**src/rtl/fifo_wr_arbiter_pkg.sv**
```systemverilog
// Shared types and default constants for the FIFO write-port arbiter.
package fifo_arb_pkg;

    // Arbiter FSM: waiting for a request, or locked onto one channel
    typedef enum logic {
        IDLE = 1'b0,
        LOCK = 1'b1
    } arb_state_t;

    localparam int NREQ_DEF      = 2;
    localparam int DW_DEF        = 8;
    localparam int BURST_LEN_DEF = 4;

endpackage

```
**src/rtl/fifo_wr_arbiter_rr_pick.sv**
```systemverilog
// Combinational round-robin picker: first set request at or above ptr, wrapping.
module rr_pick import fifo_arb_pkg::*; #(
    parameter int NREQ = NREQ_DEF
) (
    input  logic [NREQ-1:0]         req,
    input  logic [$clog2(NREQ)-1:0] ptr,
    output logic [$clog2(NREQ)-1:0] gnt_id,
    output logic                    any
);

    localparam int IW = $clog2(NREQ);

    // Scan from the farthest candidate back to ptr so the closest one wins last
    always_comb begin
        logic [IW:0]   w_sum;
        logic [IW-1:0] w_idx;
        gnt_id = '0;
        any    = |req;
        w_sum  = '0;
        w_idx  = '0;
        for (int k = NREQ - 1; k >= 0; k--) begin
            w_sum = {1'b0, ptr} + (IW+1)'(k);
            if (w_sum >= (IW+1)'(NREQ)) begin
                w_sum = w_sum - (IW+1)'(NREQ);
            end
            w_idx = w_sum[IW-1:0];
            if (req[w_idx]) begin
                gnt_id = w_idx;
            end
        end
    end

endmodule

```
**src/rtl/fifo_wr_arbiter.sv**
```systemverilog
// Shares the FIFO write port between NREQ valid/ready producers with
// round-robin, burst-locked grants and full-flag backpressure.
module fifo_wr_arbiter import fifo_arb_pkg::*; #(
    parameter int NREQ      = NREQ_DEF,
    parameter int DW        = DW_DEF,
    parameter int BURST_LEN = BURST_LEN_DEF
) (
    input  logic                    clk,
    input  logic                    rst,
    input  logic [NREQ-1:0]         req_valid,
    input  logic [NREQ*DW-1:0]      req_data,
    input  logic [NREQ-1:0]         req_last,
    output logic [NREQ-1:0]         req_ready,
    input  logic                    fifo_full,
    output logic                    fifo_we,
    output logic [DW-1:0]           fifo_wdata,
    output logic [$clog2(NREQ)-1:0] grant_id,
    output logic                    busy
);

    localparam int IW  = $clog2(NREQ);
    localparam int BCW = $clog2(BURST_LEN + 1);
    localparam logic [BCW-1:0] LAST_BEAT = BCW'(BURST_LEN - 1);
    localparam logic [IW-1:0]  MAX_ID    = IW'(NREQ - 1);

    arb_state_t     r_state;
    arb_state_t     w_stateNext;
    logic [IW-1:0]  r_rrPtr;
    logic [IW-1:0]  w_rrPtrNext;
    logic [IW-1:0]  r_grantId;
    logic [IW-1:0]  w_grantIdNext;
    logic [BCW-1:0] r_beatCnt;
    logic [BCW-1:0] w_beatCntNext;
    logic [IW-1:0]  w_winner;
    logic           w_any;
    logic           w_xfer;
    logic [IW-1:0]  w_ptrAfterGrant;

    rr_pick #(
        .NREQ (NREQ)
    ) u_pick (
        .req    (req_valid),
        .ptr    (r_rrPtr),
        .gnt_id (w_winner),
        .any    (w_any)
    );

    // Pointer value that hands priority to the channel after the current one
    always_comb begin
        w_ptrAfterGrant = (r_grantId == MAX_ID) ? '0 : r_grantId + 1'b1;
    end

    // Next-state and handshake decode; write path is a zero-latency pass-through
    always_comb begin
        w_stateNext   = r_state;
        w_rrPtrNext   = r_rrPtr;
        w_grantIdNext = r_grantId;
        w_beatCntNext = r_beatCnt;
        w_xfer        = 1'b0;
        req_ready     = '0;
        fifo_we       = 1'b0;
        fifo_wdata    = '0;
        case (r_state)
            IDLE: begin
                if (w_any) begin
                    w_grantIdNext = w_winner;
                    w_beatCntNext = '0;
                    w_stateNext   = LOCK;
                end
            end
            LOCK: begin
                req_ready[r_grantId] = ~fifo_full;
                w_xfer  = req_valid[r_grantId] & ~fifo_full;
                fifo_we = w_xfer;
                if (w_xfer) begin
                    fifo_wdata = req_data[r_grantId*DW +: DW];
                    if (req_last[r_grantId] || (r_beatCnt == LAST_BEAT)) begin
                        w_stateNext   = IDLE;
                        w_rrPtrNext   = w_ptrAfterGrant;
                        w_beatCntNext = '0;
                    end else begin
                        w_beatCntNext = r_beatCnt + 1'b1;
                    end
                end else if (!req_valid[r_grantId]) begin
                    // Producer went away: give the port up rather than wait
                    w_stateNext = IDLE;
                    w_rrPtrNext = w_ptrAfterGrant;
                end
            end
            default: begin
                w_stateNext = IDLE;
            end
        endcase
    end

    // State registers; reset aborts any burst in progress
    always_ff @(posedge clk or negedge rst) begin
        if (!rst) begin
            r_state   <= IDLE;
            r_rrPtr   <= '0;
            r_grantId <= '0;
            r_beatCnt <= '0;
        end else begin
            r_state   <= w_stateNext;
            r_rrPtr   <= w_rrPtrNext;
            r_grantId <= w_grantIdNext;
            r_beatCnt <= w_beatCntNext;
        end
    end

    // Status outputs straight from the registers
    always_comb begin
        grant_id = r_grantId;
        busy     = (r_state == LOCK);
    end

endmodule

```
**config.mk**
```make
export PLATFORM = sky130hd
export DESIGN_NAME = fifo_wr_arbiter
export DESIGN_NICKNAME = d
export VERILOG_FILES = /design/src/rtl/fifo_wr_arbiter_pkg.sv /design/src/rtl/fifo_wr_arbiter_rr_pick.sv /design/src/rtl/fifo_wr_arbiter.sv
export SDC_FILE = /design/constraint.sdc
export NUM_CORES = 1
export LEC_CHECK = 0
export BUFFER_PORTS_ARGS = -buffer_cell sky130_fd_sc_hd__buf_2
export CORE_MARGIN = 10
export CORE_UTILIZATION = 39
export CTS_CLUSTER_DIAMETER = 80
export DETAILED_ROUTE_END_ITERATION = 12
export HOLD_SLACK_MARGIN = 0.02
export PLACE_DENSITY = 0.76
export REMOVE_ABC_BUFFERS = 1
export SETUP_SLACK_MARGIN = 0.05
export SLEW_MARGIN = 20
export SYNTH_ARGS = -nofsm -noshare
export SYNTH_HDL_FRONTEND = slang
export SYNTH_SLANG_ARGS = --single-unit
```
**constraint.sdc**
```tcl
create_clock -name clk -period 1.5 [get_ports clk]
set_input_delay 0.075 -clock clk [delete_from_list [all_inputs] [get_ports clk]]
set_output_delay 0.075 -clock clk [all_outputs]
set_load 0.02 [all_outputs]
```
==> results.txt, run 1 <==
Wirelength per Cell = 14.8 um
FP Rows = 13
Die span in x = 56.9 um
Status = completed
Max incr delay on CP = 430 ps
Grt ovf = 0
Worst-path fanout max = 5
Vias per cell = 5.00
Core area = 1280 um2
Vias in the first global route = 568
Final antenna-violating net count = 0
Clock Latency Late Sink = 240 ps
CP arrival = 1340 ps
Critical path type = register to output pin
Yosys top cell area share = 0.283
Syn Inst Count = 58
Worst Setup SP = grant_id
Post-DP Area = 712 um2
# Max-Cap Violations = 0
Synth area leader = dfrtp_1
DIE AREA = 3240 um2
Clock root buffer = clkbuf_4
Area occupied by multi-input gates = 370 um2
Worst path top cell family by delay = flip-flops
Storage element area = 153 um2
Final hold violation count = 0
Max stage delay cell, worst path = dfrtp_2
# IOs = 36
Gr usage total = 0.0949
Synth async-reset ratio = 1.00
TritonCTS clock tree = done
Most instantiated library cell after synthesis = nor2_1
Max-slew violations = 0
Clock slew at reported path FFs = 50 ps
ANT cells = 0
Inst Count DP = 107
Residual DRC = 0
Ys flop type = dfrtp_1
Leakage = 0.443 nW
Worst setup EP type = output pin
Launching point of the worst reg2reg path = grant_id
Critical Path Start Type = register
First-pass GRT wire length = 2.59 mm
Area delta synth->final = 53.8%
CTS buffer count = 3
WP data required = 1420 ps
Fmax = 705 MHz
Pin count of the biggest net entering global routing = 12
Seq cells post-synth = 6
Initial antenna violation count = 0
Worst vdd ir = 0.000749 V
Synth Area per Inst = 9.15 um2
Drt pass-1 iters = 4
GPL Wtd Cong = 0.737
Dpl hpwl = 1.39 mm
Non-Filler Instances = 116
Skew final = 1.15 ps
Starting DRT DRC Count = 21
Post-synth cell types = 25
Post-Route WL = 1.72 mm
CP cell instances = mux2_4, nand2_8, nor2_1, buf_2
Buf/Inv on CP = 1
Slew Limit Headroom = 0.792
Die Span Y = 56.9 um
Place WS = 87.4 ps
Input/output buffers = 35
Slew at the pin closest to its max-slew limit = 303 ps
Clock Sinks = 6
Nets = 128
Commonest cells in the netlist = nor2_1 (10), mux2i_1 (9), dfrtp_1 (6)
H-tree depth = 1
Initial Util = 0.413
RSZ-0062 raised after global routing = true
Fin util = 0.635
Worst hold start = req_valid[0]
Hold Slack = 92.5 ps
Seq/Total Area, Yosys = 0.283
Layout cells sized above 1 = 0.554
PD cells = 1500 nW/um2
Synthesis Warnings = 0
Fillers = 107
Max Buffers Root-to-Sink = 2
Synth area leaders = dfrtp_1 (28%), mux2i_1 (17%), nor2_1 (7.1%)
Final instance area = 816 um2
Final min period = 1420 ps
Setup ws final = 81.4 ps
Final setup fails = 0
Vias post-DR = 580
Number of flops mapped to enable cells by yosys = 0
Post-Syn Area = 531 um2
Hold Path Class = input pin to register
Fin crit share = 0.946
-- flip-flops by register name (all words and copies together) (netlist names) --
name,flops
busy,1
r_rrPtr,1
grant_id,1
r_beatCnt,3
-- cells by family (layout without fill, tap and decap cells) --
logic type	Yosys count	in the layout	synth area share
AO/OA/AOI/OAI	12	12	0.165
flip-flops	6	6	0.283
adder cells (fa/ha/maj)	2	2	0.0472
multiplexers	11	11	0.241
buffers and inverters	8	50	0.0872
AND/OR/NAND/NOR	19	20	0.177
-- metal layers --
metal / global-route usage / share of wire / wire (um) / up-vias
met5: 0 / 0 / 0 / -
met4: 0.0403 / 0.025 / 43 / 0
met3: 0.0315 / 0.070 / 121 / 4
met2: 0.174 / 0.56 / 957 / 18
met1: 0.0936 / 0.35 / 597 / 264
li1: - / - / - / 294
-- final timing paths --
check                           endpoint  slack (ps)  depth (start not counted)
max                        fifo_wdata[4]          80                          4
min                             grant_id          90                          2
max reg2reg                 r_beatCnt[1]         170                          4
min reg2reg                 r_beatCnt[0]         500                          1
max in group asynchronous       grant_id        1160                          2
min in group asynchronous           busy         180                          2
-- layout make-up --
cell class | instances | share of cell area
clock buffer | 3 | 0.0276
multi-input combinational | 45 | 0.454
sequential | 6 | 0.187
tap | 15 | 0.0230
inverter | 5 | 0.0230
timing repair buffer | 42 | 0.285
-- through the flow --
step / total power, mW / setup TNS [ps]
3_5_place_dp: 0.953 / 0
5_1_grt: 1.32 / 0
4_1_cts: 1.18 / 0
2_1_floorplan: 0.732 / -1500
6_report: 1.22 / 0
3_3_place_gp: 0.934 / 0
-- cell usage in the layout (no fill, tap or decap), drive strengths merged --
cell type,count
buf,41
mux2i,10
nor2,10
dfrtp,6
inv,5
nand2,4
nand2b,3
clkbuf,3
o211ai,2
a21oi,2
ha,2
o21ai,2
o32ai,2
mux2,1
and2b,1
o21bai,1
and2,1
nand3,1
o31ai,1
o2bb2ai,1
a31oi,1
dlygate4sd3,1
-- what timing repair did --
action | 4_1_cts | 5_1_grt
pin swaps | 0 | 3
resized for setup | 3 | 5
endpoints found under the hold margin | 6 | 0
setup buffers | 2 | 2
hold buffers | 1 | 0
setup endpoints to repair | 9 | 9
gates cloned | 0 | 1
-- power by group --
group	internal (mW)	total (mW)	switching, mW	leakage, nW
combinational	0.369	0.808	0.439	0.354
clock	0.0903	0.145	0.0551	0.0138
sequential	0.217	0.270	0.0537	0.0749
total	0.676	1.22	0.548	0.443
No activity file was read; power rests on OpenSTA's default activity.
==> run 2, diff against run 1 <==
- CORE_AREA: not set -> 10 10 47 49
- CORE_MARGIN: 10 -> not set
- CORE_UTILIZATION: 39 -> not set
- DIE_AREA: not set -> 0 0 57 59
- PLACE_DENSITY: 0.76 -> 0.77
- SLEW_MARGIN: 20 -> 10
- clock period: 1.5 -> 1.7 ns (I/O delays scaled with it)
==> run 2 against run 1 <==
Compared with the run above: combinational power is 29% lower; die area grew 3.9%; global-route usage down 0.30 points.
==> results.txt, run 2 (same netlist as run 1, synthesis figures left out) <==
Status = completed
RSZ-0062 raised after global routing = false
Skew final = 1.16 ps (+0.00966 ps)
Clock slew at reported path FFs = 40 ps (about the same)
Fillers = 138 (+29%)
Worst setup EP type = output pin
Vias in the first global route = 613 (+7.9%)
WP data required = 1620 ps (+200 ps)
Fin util = 0.531 (-0.104)
Max FFs per register = 3 (unchanged)
Final antenna-violating net count = 0 (unchanged)
Dpl hpwl = 1.31 mm (-5.4%)
# Max-Cap Violations = 0 (unchanged)
Max incr delay on CP = 470 ps (+40 ps)
H-tree depth = 1 (unchanged)
ANT cells = 0 (unchanged)
Initial antenna violation count = 0 (unchanged)
Core area = 1400 um2 (+9.1%)
Clock root buffer = clkbuf_4
Final hold violation count = 0 (unchanged)
Worst vdd ir = 0.000554 V (-26%)
FP Rows = 14 (+1)
Max Buffers Root-to-Sink = 2 (unchanged)
Max stage delay cell, worst path = dfrtp_2
Nets = 122 (-4.7%)
Most common cell after layout, fill and taps aside = buf_2
Slew at the pin closest to its max-slew limit = 266 ps (-37.5 ps)
Worst-path fanout max = 11 (+6)
Grt ovf = 0 (unchanged)
Initial Util = 0.379 (-0.0343)
GPL Wtd Cong = 0.742 (+0.69%)
Drt pass-1 iters = 4 (unchanged)
Input/output buffers = 35 (unchanged)
Final min period = 1500 ps
Setup_tns = 0 ps (unchanged)
Die Span Y = 59 um (+3.7%)
R2R depth = 5 (+1)
Clock Latency Late Sink = 240 ps (about the same)
Gr usage total = 0.0919 (-0.00302)
Wirelength per Cell = 13.4 um (-9.4%)
Hold Path Class = input pin to register
DIE AREA = 3360 um2 (+3.9%)
Die span in x = 57 um (+0.21%)
Final setup fails = 0 (unchanged)
TritonCTS clock tree = done
Critical Path Start Type = register
Slew Limit Headroom = 0.818 (+0.0257)
CTS buffer count = 3 (unchanged)
First-pass GRT wire length = 2.55 mm (-1.6%)
Critical path type = register to output pin
CP cell instances = mux2_4, nand2_4, nor2_1, buf_2
Area delta synth->final = 40.3%
Clock Sinks = 6 (unchanged)
Starting DRT DRC Count = 6 (-71%)
Biggest register = r_beatCnt
PD cells = 1280 nW/um2 (-14%)
# IOs = 36 (unchanged)
Fin crit share = 0.881
Layout cells sized above 1 = 0.484 (-0.0702)
CP arrival = 1410 ps (+70 ps)
Leakage = 0.415 nW (-6.3%)
Pin count of the biggest net entering global routing = 12 (unchanged)
Max-slew violations = 0 (unchanged)
Hold depth = 2 (unchanged)
Post-Route WL = 1.49 mm (-13%)
Residual DRC = 0 (unchanged)
Fmax = 667 MHz
Commonest non-fill, non-tap cells in the layout = buf_2 (35), nor2_1 (10), mux2i_1 (9)
Vias post-DR = 556 (-4.1%)
Vias per cell = 5.01 (+0.18%)
Reg2Reg Setup Slack = 340 ps (+170 ps)
-- run 2: cell count changes in the layout (fill, tap and decap cells not counted) --
cell,previous run,this run
and2b_1,0,1
and2b_2,1,0
buf_2,34,35
buf_4,7,1
dfrtp_1,4,5
dfrtp_2,2,1
nand2_8,1,0
nor2_1,9,10
nor2_2,1,0
o32ai_1,1,2
o32ai_2,1,0
-- run 2: path summary, 6_finish.rpt --
check                                  start       endpoint
worst max-delay path                grant_id  fifo_wdata[1]
worst min-delay path            req_valid[0]       grant_id
worst max register to register  r_beatCnt[0]   r_beatCnt[1]
worst min register to register  r_beatCnt[0]   r_beatCnt[0]
max in group asynchronous                rst       grant_id
min in group asynchronous                rst   r_beatCnt[0]
-- run 2: cell type report --
cell class / count / area (um2) / share of cell area
Timing Repair Buffer: 37 / 193 / 0.259
Tap cell: 16 / 20.0 / 0.0269
Multi-Input combinational cell: 44 / 339 / 0.455
Clock buffer: 3 / 22.5 / 0.0303
Inverter: 5 / 18.8 / 0.0252
Sequential cell: 6 / 151 / 0.203
-- run 2: metrics by stage --
step,hold WS [ps],instance area (um2),worst slack [ps],total power [mW],std cells
floorplan,-211,503,48.6,0.646,55
global placement,-83.7,706,317,0.810,107
global route,115,744,136,1.03,111
detailed placement,-81.2,706,319,0.822,107
finish,99.3,744,201,0.955,111
CTS,96.8,739,115,0.961,111
-- run 2: critical path, delay by kind of cell, from the launching register on --
kind	cells	cell delay, ps
mux	1	350
simple gates	2	200
flops	1	470
buf+inv	1	160
-- run 2: per-layer routing --
layer | part of all wire | global-route usage | wire length (um)
met5 | 0 | 0 | 0
met4 | 0.0040 | 0.0403 | 6
met3 | 0.14 | 0.0622 | 212
met2 | 0.43 | 0.133 | 645
met1 | 0.42 | 0.102 | 627
-- run 2: timing repair --
action                                  4_1_cts  5_1_grt
endpoints found under the setup margin        1        4
pin swaps                                     0        0
hold buffers                                  1        0
setup buffers                                 0        0
resized for setup                             1        1
endpoints found under the hold margin         6        0
-- run 2: power breakdown --
group / switching, mW / internal (mW)
clock: 0.0490 / 0.0797
sequential: 0.0662 / 0.189
combinational: 0.318 / 0.253
total: 0.434 / 0.521
==> run 3, diff against run 2 <==
- ABC_AREA: not set -> 1
- MAX_ROUTING_LAYER: not set -> met4
- PLACE_DENSITY: 0.77 -> 0.75
==> run 3 against run 2 <==
Compared with the run above: clock skew grew 1.3 ps; die area unchanged; design area shrank 3.2%; sequential cell count unchanged; total power increased by 2.5%; via count is 9.0% higher; first-iteration DRC count rose to 3.7 times the previous value; setup slack improved by 25 ps; sequential share of layout area increased by 0.50 points; combinational power up 3%; global-route usage increased by 0.24 points; wire length up 2.5%; critical path type unchanged; critical endpoint is now fifo_wdata[5]; largest power group unchanged.
==> results.txt, run 3 <==
Status = completed
Clock slew at reported path FFs = 50 ps (about the same)
Area delta synth->final = 43.3%
Vias in the first global route = 600 (-2.1%)
Synth area leader = dfrtp_1
Worst path top cell family by delay = flip-flops
Slew Limit Headroom = 0.643 (-0.175)
Yosys top cell area share = 0.299 (+0.0155)
Ys flop type = dfrtp_1
Layout cells sized above 1 = 0.405 (-0.0790)
CP cell instances = inv_4, nand2_2, nand2_2, nand2_4, a21oi_1, buf_2
FP Rows = 14 (unchanged)
Max FFs per register = 3 (unchanged)
Worst vdd ir = 0.000756 V (+36%)
Fin crit share = 0.867 (-0.0149)
Post-DP Area = 686 um2 (-2.8%)
Worst setup EP type = output pin
TritonCTS clock tree = done
# Max-Cap Violations = 0 (unchanged)
GPL Wtd Cong = 0.905 (+22%)
CTS buffer count = 3 (unchanged)
Dpl hpwl = 1.24 mm (-5.7%)
Max incr delay on CP = 420 ps (-50 ps)
Slew at the pin closest to its max-slew limit = 530 ps (+265 ps)
Wirelength per Cell = 11.6 um (-14%)
Initial antenna violation count = 0 (unchanged)
R2R depth = 8 (+3)
Critical Path Start Type = register
# IOs = 36 (unchanged)
Clock root buffer = clkbuf_4
Hold Path Class = input pin to register
Nets = 143 (+17%)
Buf/Inv on CP = 2 (+1)
Starting DRT DRC Count = 22 (+16)
Synth Area per Inst = 6.37 um2 (-30%)
Syn Inst Count = 79 (+36%)
Grt ovf = 0 (unchanged)
Leakage = 0.446 nW (+7.5%)
DIE AREA = 3360 um2 (unchanged)
Synth area leaders = dfrtp_1 (30%), nand2_1 (22%), nand3_1 (8.0%)
Residual DRC = 0 (unchanged)
Max-slew violations = 0 (unchanged)
Die Span Y = 59 um (unchanged)
Most instantiated library cell after synthesis = nand2_1
Critical path type = register to output pin
Seq cells post-synth = 6 (unchanged)
Biggest register = r_beatCnt
Gr usage total = 0.0942 (+0.00236)
CP arrival = 1390 ps (-20 ps)
Synth async-reset ratio = 1.00 (unchanged)
Seq/Total Area, Yosys = 0.299 (+0.0155)
Vias post-DR = 606 (+9.0%)
Power Total = 0.979 mW (+2.5%)
H-tree depth = 1 (unchanged)
Hold depth = 3 (+1)
Post-Syn Area = 503 um2 (-5.2%)
CP dominant cell by count = nand2_2
Synthesis Warnings = 0 (unchanged)
Max stage delay cell, worst path = dfrtp_1
Max Buffers Root-to-Sink = 2 (unchanged)
Core area = 1400 um2 (unchanged)
Clock Sinks = 6 (unchanged)
Final min period = 1470 ps (-25.4 ps)
Most common cell after layout, fill and taps aside = buf_2
Final hold violation count = 0 (unchanged)
Final instance area = 721 um2 (-3.2%)
Commonest non-fill, non-tap cells in the layout = buf_2 (35), nand2_1 (30), nand3_1 (8)
Vias per cell = 4.59 (-8.3%)
Post-synth cell types = 17 (-32%)
ANT cells = 0 (unchanged)
Input/output buffers = 35 (unchanged)
Commonest cells in the netlist = nand2_1 (30), nand3_1 (8), inv_1 (7)
RSZ-0062 raised after global routing = false
Number of flops mapped to enable cells by yosys = 0 (unchanged)
Critical path depth = 6 (+2)
Pin count of the biggest net entering global routing = 14 (+2)
Post-Route WL = 1.53 mm (+2.5%)
Die span in x = 57 um (unchanged)
Initial Util = 0.359 (-0.0196)
Fmax = 679 MHz (+1.7%)
Skew final = 2.44 ps (+1.28 ps)
WP data required = 1620 ps (about the same)
Setup_tns = 0 ps (unchanged)
First-pass GRT wire length = 2.60 mm (+2.2%)
Final setup fails = 0 (unchanged)
Drt pass-1 iters = 5 (+1)
Final antenna-violating net count = 0 (unchanged)
Worst-path fanout max = 13 (+2)
Clock Latency Late Sink = 250 ps (about the same)
PD cells = 1360 nW/um2 (+5.9%)
run 3: cell types whose count changed after synthesis, moves of 2 or more:
cell and delta:
a21oi_2 +2, nand2_1 +28, o211ai_1 -2, nor2_1 -5, o32ai_1 -2, mux2i_1 -9, nand3_1 +8, o21ai_0 +2
a21oi_1 +4, inv_1 +3, nand2b_1 -3
run 3: tightest hold or removal path, delay by kind of cell:
kind / cells / cell delay, ps
buf+inv: 1 / 110
simple gates: 2 / 140
run 3: cells by family (layout without fill, tap and decap cells):
group                    after synthesis  count (layout)  synth area share
buffers and inverters                 12              49             0.107
adder cells (fa/ha/maj)                2               2            0.0497
AO/OA/AOI/OAI                         11              11             0.124
AND/OR/NAND/NOR                       48              48             0.420
flip-flops                             6               6             0.298
run 3: path summary, 6_finish.rpt:
kind                              start  slack (ps)       endpoint
hold reg to reg            r_beatCnt[1]         510   r_beatCnt[1]
min in group asynchronous           rst         180           busy
setup reg to reg           r_beatCnt[0]         390        r_rrPtr
hold / removal             req_valid[1]         130           busy
max in group asynchronous           rst        1380   r_beatCnt[2]
setup / recovery               grant_id         230  fifo_wdata[5]
run 3: timing repair:
| item | in CTS | in global routing |
|---|---|---|
| hold endpoints to repair | 6 | 0 |
| hold buffers | 1 | 0 |
| setup endpoints to repair | 0 | 2 |
| resized for setup | 0 | 1 |
| setup buffers | 0 | 0 |
run 3: cell type report:
class,instances,area [um2]
clock buffer,3,22.5
multi-input combinational,61,299
sequential,6,150
timing repair buffer,37,193
fill,151,681
inverter,9,36.3
tap,16,20.0
run 3: power by group:
part | total (mW) | switching [mW] | internal (mW)
logic | 0.590 | 0.394 | 0.195
registers | 0.253 | 0.0562 | 0.197
clock network | 0.136 | 0.0563 | 0.0802
total | 0.979 | 0.507 | 0.472
run 3: through the flow:
step / util / std cells / worst slack [ps] / hold WS (ps)
floorplan: - / 76 / 246 / -211
global placement: 0.489 / 128 / 453 / -87.0
detailed placement: 0.489 / 128 / 395 / -83.1
CTS: 0.513 / 132 / 162 / 121
finish: 0.514 / 132 / 227 / 129
global route: 0.514 / 132 / 98.2 / 128
run 3: per-layer routing:
metal	vias up	share of wire	GRT usage
li1	328	-	-
met1	239	0.45	0.117
met2	39	0.39	0.122
met3	0	0.16	0.0536
met4	0	0	0.0336
met5	-	0	-
